File: config.mk
export PLATFORM = sky130hd
export DESIGN_NAME = dds_timer
export DESIGN_NICKNAME = d
export VERILOG_FILES = /design/src/rtl/dds_timer.sv
export SDC_FILE = /design/constraint.sdc
export NUM_CORES = 1
export LEC_CHECK = 0
export ABC_CLOCK_PERIOD_IN_PS = 5100
export CAP_MARGIN = 20
export CORE_MARGIN = 2
export CORE_UTILIZATION = 25
export DETAILED_ROUTE_END_ITERATION = 6
export GPL_TIMING_DRIVEN = 0
export PLACE_DENSITY = 0.48
export REMOVE_ABC_BUFFERS = 1
export SYNTH_ARGS = -nofsm -noshare
export SYNTH_HDL_FRONTEND = slang
export SYNTH_SLANG_ARGS = --single-unit
File: constraint.sdc
create_clock -name clk -period 5.1 [get_ports clk]
set_input_delay 1.275 -clock clk [delete_from_list [all_inputs] [get_ports clk]]
set_output_delay 1.275 -clock clk [all_outputs]
set_load 0.02 [all_outputs]
File: src/rtl/dds_timer.sv
// dds_timer: DDS-style local time base.
// A 32-bit phase accumulator adds a fractional rate every cycle; its carry
// supplies the extra fraction unit on top of INT_STEP for the 64-bit time
// counter. It also captures timestamps on request and pulses pps on each new
// second.
// Optional build macro DDS_TIMER_RATE_CLAMP_EN: clamp loaded rates to
// [RATE_MIN, RATE_MAX] and flag every clamped load on rate_clamped.
module dds_timer #(
  parameter int          INT_STEP  = 34,
  parameter logic [31:0] RATE_INIT = 32'h896f750b,
  parameter logic [31:0] RATE_MIN  = 32'h80000000,
  parameter logic [31:0] RATE_MAX  = 32'h93000000
) (
  input  logic        clk,
  input  logic        reset,
  input  logic [31:0] dds_rate,
  input  logic        dds_valid,
  input  logic [63:0] time_load,
  input  logic        time_load_valid,
  input  logic        cap_req,
  output logic [63:0] time_now,
  output logic [63:0] cap_time,
  output logic        cap_valid,
  output logic        pps,
  output logic        rate_clamped
);

`ifdef DDS_TIMER_RATE_CLAMP_EN
  localparam logic CLAMP_EN = 1'b1;
`else
  localparam logic CLAMP_EN = 1'b0;
`endif

  logic [31:0] rate_reg;
  logic [31:0] acc_reg;
  logic [63:0] time_reg;
  logic [63:0] cap_time_reg;
  logic        cap_valid_reg;
  logic        pps_reg;
  logic        rate_clamped_reg;

  logic [32:0] acc_sum;
  logic [63:0] time_inc;
  logic [31:0] rate_next;
  logic        clamp_hit;

  // Accumulator sum with carry-out, and the incremented time that uses it
  always_comb begin
    acc_sum  = {1'b0, acc_reg} + {1'b0, rate_reg};
    time_inc = time_reg + 64'(INT_STEP) + {63'd0, acc_sum[32]};
  end

  // Rate value to load; clamping is only active in the clamp build
  always_comb begin
    rate_next = dds_rate;
    clamp_hit = 1'b0;
    if (CLAMP_EN) begin
      if (dds_rate < RATE_MIN) begin
        rate_next = RATE_MIN;
        clamp_hit = 1'b1;
      end else if (dds_rate > RATE_MAX) begin
        rate_next = RATE_MAX;
        clamp_hit = 1'b1;
      end
    end
  end

  // Rate register: new rate takes effect from the edge after dds_valid
  always_ff @(posedge clk) begin
    if (reset) begin
      rate_reg         <= RATE_INIT;
      rate_clamped_reg <= 1'b0;
    end else begin
      rate_clamped_reg <= dds_valid & clamp_hit;
      if (dds_valid) begin
        rate_reg <= rate_next;
      end
    end
  end

  // Time counter and accumulator: a load wins over the increment and never pulses pps
  always_ff @(posedge clk) begin
    if (reset) begin
      acc_reg  <= 32'd0;
      time_reg <= 64'd0;
      pps_reg  <= 1'b0;
    end else if (time_load_valid) begin
      acc_reg  <= 32'd0;
      time_reg <= time_load;
      pps_reg  <= 1'b0;
    end else begin
      acc_reg  <= acc_sum[31:0];
      time_reg <= time_inc;
      pps_reg  <= (time_inc[63:32] != time_reg[63:32]);
    end
  end

  // Timestamp capture of the pre-edge time; one strobe per request
  always_ff @(posedge clk) begin
    if (reset) begin
      cap_time_reg  <= 64'd0;
      cap_valid_reg <= 1'b0;
    end else begin
      cap_valid_reg <= cap_req;
      if (cap_req) begin
        cap_time_reg <= time_reg;
      end
    end
  end

  assign time_now     = time_reg;
  assign cap_time     = cap_time_reg;
  assign cap_valid    = cap_valid_reg;
  assign pps          = pps_reg;
  assign rate_clamped = rate_clamped_reg;

endmodule

After elaboration in Yosys (flattened, before gate mapping)
Cells that the tools add are included.
Storage, ports and cells
  output and inout port bits: 131
  word-level logic and storage cells: 12
  bits in latches: 0
  bits in read-only memories: 0
  register bits: 194
  input port bits: 101
  bits in writable memories: 0
  memories: 0
Operators by class
  reduce and logical (&&, ||, !) cells: 1
  add/sub/neg operators: 3
  shift operators: 0
  equality and inequality tests: 1
  bitwise operators: 0
  order comparisons: 0
  div/mod/pow operators: 0
  multiplexer cells: 1
  $mul: 0
Operator list (count)
  64-bit by 1-bit adder with 64-bit output: 1
  64-bit by 6-bit adder with 64-bit output, second input constant: 1
  64-bit 2-to-1 mux: 1
  32-bit by 32-bit adder with 33-bit output: 1
  32-bit != test: 1
  2-bit OR reduction: 1

Longest topological paths before layout
Gate-level depths: netlist of the first run.
  word-level depth: 3
  gate-level depth with buffers: 20
  depth with buffers taken out: 19

Worst setup path after synthesis of the first run
OpenSTA, ideal clock, no wires.
  path type: flip-flop to flip-flop
  start point: register rate_reg[11]
  end point: register time_reg[58], in the netlist time_now[58]
  arrival time: 4.369 ns
  path buffers: 2
  period minus slack after synthesis: 4.500 ns
  library setup time: 0.131 ns
  setup slack: 0.600 ns
  cell stages (with the launch flop): 21
  data required time: 4.969 ns
  cells stage by stage: dfxtp_1 -> ha_1 -> clkbuf_1 -> and4_1 -> nand2_1 -> o22ai_1 -> a221oi_1 -> a2111oi_0 -> o2111ai_1 -> a21oi_1 -> ha_1 -> inv_1 -> ha_1 -> inv_1 -> a41oi_1 -> or3_1 -> or4b_1 -> buf_2 -> o21a_1 -> nor3_2 -> nor3_2
Between the ends
  word-level cells in the longest chain between the ends: 3
RTL lines
  start: declaration: RTL line 34  | logic [31:0] rate_reg;
  start signal: assignment: RTL line 76  | rate_reg <= rate_next;
  32-bit by 32-bit adder with 33-bit output: RTL line 49  | acc_sum = {1'b0, acc_reg} + {1'b0, rate_reg};
  64-bit by 1-bit adder with 64-bit output: RTL line 50  | time_inc = time_reg + 64'(INT_STEP) + {63'd0, acc_sum[32]};
  64-bit 2-to-1 mux: RTL line 87  | end else if (time_load_valid) begin
  end signal: assignment: RTL line 89  | time_reg <= time_load;
  end signal: assignment: RTL line 93  | time_reg <= time_inc;
  end: declaration: RTL line 36  | logic [63:0] time_reg;
No other way between the ends.
A chain may end at the register's enable or synchronous reset.

Worst setup path in the final report of the first run
  start point: register rate_reg[7]
  end point: register time_reg[58], in the netlist time_now[58]
Same word-level chain as after synthesis.

==> impl_metrics.json, run 1 <==
{
  "ir_drop_mv": 0.231,
  "critPathRequiredTime_ps": 5420,
  "via_per_inst": 4.54,
  "p_leak_nw": 5.26,
  "clk_pin_slew_ps": 80,
  "nets": 1437,
  "cp-end-kind": "flip-flop",
  "clock_latency_ps": 450,
  "wl_per_cell_um": 16.2,
  "track_usage_pct": 14.5,
  "initial_utilization_pct": 25.5,
  "grt_pass1_wl_mm": 46.6,
  "port_buffers": 230,
  "numCtsBuffers": 17,
  "fin_worst_skew_ps": 12.6,
  "cp-start-kind": "flip-flop",
  "vias": 8296,
  "placed_area_sq_um": 12400,
  "num_io_pins": 232,
  "synth_top_area_cell": "dfxtp_1",
  "cts.htree.levels": 4,
  "cap_viol_max_count": 0,
  "rsz0062_at_grt": "false",
  "clockBufferDepth": 2,
  "stdcell_count": 1826,
  "crit_type": "flip-flop to flip-flop",
  "hold_ws_ps": 490,
  "power_density_nw_per_um2": 302,
  "fin_util_pct": 34.9,
  "async_reset_ff_share_pct": 0,
  "dp_cells": 1790,
  "first_global_vias": 8165,
  "cts_tree": "done",
  "synth_enable_flop_cells": 0,
  "worst_pin_slew_ps": 804,
  "cts.sinks": 194,
  "die_w_um": 201,
  "gp_congestion": 0.824,
  "drt_iter0_drc": 362,
  "route.detailed.drc": 0,
  "total_power_mw": 3.99,
  "cts-hold-fix-buffers": 0,
  "netlist.area_leader.share_pct": 40.2,
  "ys_ff_latch": 194,
  "place_ws_ps": -854,
  "drive_above_1_share_pct": 5.63,
  "crit_arrival_ps": 5110,
  "setup_violations": 0,
  "totalWireLength_mm": 29.6,
  "syn_inst": 1111,
  "cts_root_buf": "clkbuf_16",
  "max_slew_margin_pct": 46.4,
  "path_max_fanout": 7,
  "dr.pass1.iters": 5,
  "hold_path.class": "flip-flop to flip-flop",
  "min_period_ps": 4780,
  "finalCritPeriodShare_pct": 93.8,
  "die_h_um": 201,
  "worst_slack_ps": 317,
  "yosysUniqueCellTypes": 63,
  "syn_to_final_growth_pct": 36.8,
  "die_area_sq_um": 40200,
  "synth_top_flop_cell": "dfxtp_1",
  "yosysWarnings": 0,
  "antenna_found_initial": 1,
  "maxSlewViolCount": 0,
  "detail-route-antenna-nets": 0,
  "overflow": 0,
  "grt_max_degree": 110,
  "netlist_area_sq_um": 9660,
  "row_count": 71,
  "finalHoldViolations": 0,
  "core_sq_um": 37800,
  "finalSetupTns_ps": 0,
  "synth_area_per_cell_sq_um": 8.69,
  "dpl.hpwl_mm": 21.2,
  "synth_seq_area_share_pct": 40.2,
  "fin_area_sq_um": 13200,
  "fmax_mhz": 209,
  "status": "finished, final reports clean",
  "synth_area_leaders": "dfxtp_1 40%, mux2i_1 10%, nor2_1 6.8%"
}
## cells in the mapped netlist, drive strengths merged (3+ instances only)
| cell type | instances |
|---|---|
| nor2b | 38 |
| xor2 | 27 |
| and4 | 6 |
| nand4 | 21 |
| o21ai | 37 |
| o211ai | 3 |
| nor4 | 9 |
| nand2 | 60 |
| nor3b | 6 |
| o21bai | 5 |
| and2 | 6 |
| a21oi | 66 |
| mux2i | 99 |
| a21o | 16 |
| a31oi | 5 |
| or3 | 10 |
| nor2 | 176 |
| o221ai | 3 |
| a211oi | 6 |
| a211o | 17 |
| clkbuf | 57 |
| nand3 | 21 |
| nor3 | 31 |
| o21a | 17 |
| buf | 9 |
| xnor2 | 50 |
| inv | 32 |
| and3 | 13 |
| dfxtp | 194 |
| ha | 34 |
| or2 | 5 |
| o22ai | 3 |
## layout by cell type, fill, tap and decap left out, types with 16 or more instances in the layout
master           count
dfxtp_1            194
clkbuf_16           17
o21a_1              17
mux2i_1             99
nand2_1             60
xor2_1              27
clkdlybuf4s50_1    226
xnor2_1             50
nor2_1             176
nand3_1             21
a21o_1              16
a211o_1             17
inv_1               32
nor2b_1             38
a21oi_1             65
ha_1                30
nand4_1             19
o21ai_0             36
nor3_1              23
## path summary, 6_finish.rpt
| check | start | endpoint | slack, ps | depth (start not counted) |
|---|---|---|---|---|
| max | rate_reg[7] | time_now[58] | 320 | 18 |
| min | cap_time[36] | cap_time[36] | 490 | 2 |
| max reg2reg | rate_reg[7] | time_now[58] | 320 | 18 |
| min reg2reg | cap_time[36] | cap_time[36] | 490 | 2 |
## power by group
group | internal (mW) | switching, mW | leakage, nW
Sequential | 1.60 | 0.0789 | 1.59
Combinational | 0.366 | 0.402 | 3.35
Clock | 0.892 | 0.644 | 0.318
Total | 2.86 | 1.12 | 5.26
## critical path: stages (launching register included)
cell	delay, ps
dfxtp_1	320
ha_1	420
nand4_1	160
nor3_1	280
or2_2	220
a221oi_4	110
a2111oi_4	400
o2111ai_1	200
a21oi_2	230
ha_2	250
inv_1	50
ha_1	190
inv_1	140
a41oi_4	210
or3_4	460
or4b_4	610
o21a_1	200
nor3_2	130
nor3_2	60
## cells by family (layout without fill, tap and decap cells)
logic type / count (synthesis) / after routing / synth area share (%)
adder cells (fa/ha/maj): 35 / 35 / 4.61
buffers and inverters: 98 / 300 / 3.95
other: 1 / 2 / 0.0388
XOR/XNOR: 77 / 77 / 6.98
AND/OR/NAND/NOR: 409 / 410 / 20.7
AO/OA/AOI/OAI: 198 / 198 / 13.2
multiplexers: 99 / 99 / 10.3
flip-flops: 194 / 194 / 40.2
## area by class of cell
type                       instances  area (sq um)
fill                            3963         24600
antenna                            1          2.50
clock inverter                    14           223
tap                              511           639
timing repair buffer             236          2410
clock buffer                      18           439
multi-input combinational        820          5490
sequential                       194          3880
inverter                          32           120
## metal layers
metal	global-route usage [%]	vias to the layer above	wire length (um)
met5	0	-	0
met1	19.0	3883	14200
li1	-	4251	-
met3	4.09	18	1530
met4	3.86	0	393
met2	23.4	144	13400
## timing repair
action                     CTS  global route
pin swaps                    0             2
gates resized for setup      7            10
setup endpoints to repair   46            15
gates cloned                 0             1
setup buffers                0             2
Note: power is estimated with default switching activity, not from simulation.
==> run 2: changes to the inputs <==
--- a/config.mk
+++ b/config.mk
@@ -9,6 +9,7 @@
 export CAP_MARGIN = 20
 export CORE_MARGIN = 2
 export CORE_UTILIZATION = 25
+export CTS_CLUSTER_DIAMETER = 60
 export DETAILED_ROUTE_END_ITERATION = 6
 export GPL_TIMING_DRIVEN = 0
 export PLACE_DENSITY = 0.48
==> results of run 2 <==
No change in the layout: final DEF, timing and power equal those of run 1.
==> run 3: changes to the inputs <==
--- a/config.mk
+++ b/config.mk
@@ -6,7 +6,6 @@
 export NUM_CORES = 1
 export LEC_CHECK = 0
 export ABC_CLOCK_PERIOD_IN_PS = 5100
-export CAP_MARGIN = 20
 export CORE_MARGIN = 2
 export CORE_UTILIZATION = 25
 export CTS_CLUSTER_DIAMETER = 60
==> run 3 against run 2 <==
  * Critical path depth is the same
  * Count of clock-buffer cells in the layout is the same
  * Sequential share of layout area is the same
  * Clock power is essentially flat
  * Via count is the same
  * Die area is the same
  * Final area is the same
  * Critical path type unchanged
  * Power is the same
  * Wire length is the same
  * Largest cell class unchanged
==> impl_metrics.json, run 3 (synthesis results as in run 1) <==
{
  "status": "finished, final reports clean",
  "gp_congestion": 0.824,
  "first_global_vias": 8165,
  "cap_viol_max_count": 0,
  "total_power_mw": 3.99,
  "hold-path-cell-count": 2,
  "numCtsBuffers": 17,
  "overflow": 0,
  "initial_utilization_pct": 25.5,
  "cts_root_buf": "clkbuf_16",
  "cts-hold-fix-buffers": 0,
  "dpl.hpwl_mm": 21.2,
  "stdcell_count": 1826,
  "die_w_um": 201,
  "die_h_um": 201,
  "antenna_found_initial": 1,
  "fmax_mhz": 209,
  "min_period_ps": 4780,
  "maxSlewViolCount": 0,
  "crit_arrival_ps": 5110,
  "path_max_fanout": 7,
  "fin_area_sq_um": 13200,
  "cts_tree": "done",
  "fin_util_pct": 34.9,
  "vias": 8296,
  "finalHoldViolations": 0,
  "die_area_sq_um": 40200,
  "totalWireLength_mm": 29.6,
  "port_buffers": 230,
  "reg2reg_from": "rate_reg[7]",
  "cp-start-kind": "flip-flop",
  "setup_violations": 0,
  "p_leak_nw": 5.26,
  "route.detailed.drc": 0,
  "reg2reg_slack_ps": 320,
  "ir_drop_mv": 0.231,
  "clk_pin_slew_ps": 80,
  "rsz0062_at_grt": "false",
  "critPathRequiredTime_ps": 5420,
  "hold_path.class": "flip-flop to flip-flop",
  "min_from": "cap_time[36]",
  "clock_latency_ps": 450,
  "cts.sinks": 194,
  "max_slew_margin_pct": 46.4,
  "worst_pin_slew_ps": 804,
  "dp_cells": 1790,
  "num_io_pins": 232,
  "dr.pass1.iters": 5,
  "crit_type": "flip-flop to flip-flop",
  "reg2reg_depth": 18,
  "row_count": 71,
  "syn_to_final_growth_pct": 36.8,
  "final_common_cell": "clkdlybuf4s50_1",
  "wl_per_cell_um": 16.2,
  "cts.htree.levels": 4,
  "grt_max_degree": 110,
  "worstHoldEndpoint": "cap_time[36]",
  "placed_area_sq_um": 12400,
  "track_usage_pct": 14.5,
  "finalCritPeriodShare_pct": 93.8,
  "clockBufferDepth": 2,
  "grt_pass1_wl_mm": 46.6,
  "via_per_inst": 4.54,
  "drt_iter0_drc": 362,
  "detail-route-antenna-nets": 0,
  "core_sq_um": 37800,
  "r2r_end": "time_now[58]",
  "cp-end-kind": "flip-flop",
  "drive_above_1_share_pct": 5.63,
  "fin_worst_skew_ps": 12.6,
  "power_density_nw_per_um2": 302,
  "final_cell_mix": "226 x clkdlybuf4s50_1, 194 x dfxtp_1, 176 x nor2_1",
  "nets": 1437
}
==> run 3: cell counts in the layout (fill, tap and decap cells not counted) <==
No cell type changed its count.
==> run 3: final cells by class <==
class,count,area (sq um)
clock buffers,18,439
flip-flops and latches,194,3880
multi-input cells,820,5490
fillers,3963,24600
inverters,32,120
repair buffers,236,2410
well taps,511,639
diodes,1,2.50
clock inverters,14,223
==> run 3: worst max path at each step <==
stage	from	to	slack, ps	depth (start not counted)
floorplan	rate_reg[11]	time_now[58]	590	18
global placement	reset	acc_reg[23]	-3530	5
detailed placement	rate_reg[0]	time_now[60]	-850	19
CTS	rate_reg[11]	time_now[58]	30	18
global route	rate_reg[0]	time_now[58]	4	19
finish	rate_reg[7]	time_now[58]	320	18
==> run 3: what timing repair did <==
item,in CTS,in global routing
pin swaps,0,2
resized for setup,7,10
endpoints found under the setup margin,46,15
gates cloned,0,1
setup buffers,0,2
==> run 3: through the flow <==
stage          setup WS, ps  hold WS (ps)  TNS [ps]
2_1_floorplan           591           467         0
3_3_place_gp          -3530           474   -442480
3_5_place_dp           -854           478    -15620
4_1_cts                31.9           497         0
5_1_grt                3.59           518         0
6_report                317           490         0
==> run 3: routing by layer <==
metal  global-route usage, %  part of all wire [%]  vias to the layer above
met5                       0                     0                        -
met4                    3.86                   1.3                        0
met3                    4.09                   5.2                       18
met2                    23.4                    45                      144
met1                    19.0                    48                     3883
li1                        -                     -                     4251
==> run 3: worst max-delay path, cell delays in order (launching register included) <==
cell and delay (ps):
dfxtp_1 320, ha_1 420, nand4_1 160, nor3_1 280
or2_2 220, a221oi_4 110, a2111oi_4 400, o2111ai_1 200
a21oi_2 230, ha_2 250, inv_1 50, ha_1 190
inv_1 140, a41oi_4 210, or3_4 460, or4b_4 610
o21a_1 200, nor3_2 130, nor3_2 60
==> run 3: where the power goes <==
part	switching [mW]	leakage (nW)	internal, mW
registers	0.0789	1.59	1.60
logic	0.402	3.35	0.366
clock network	0.644	0.318	0.892
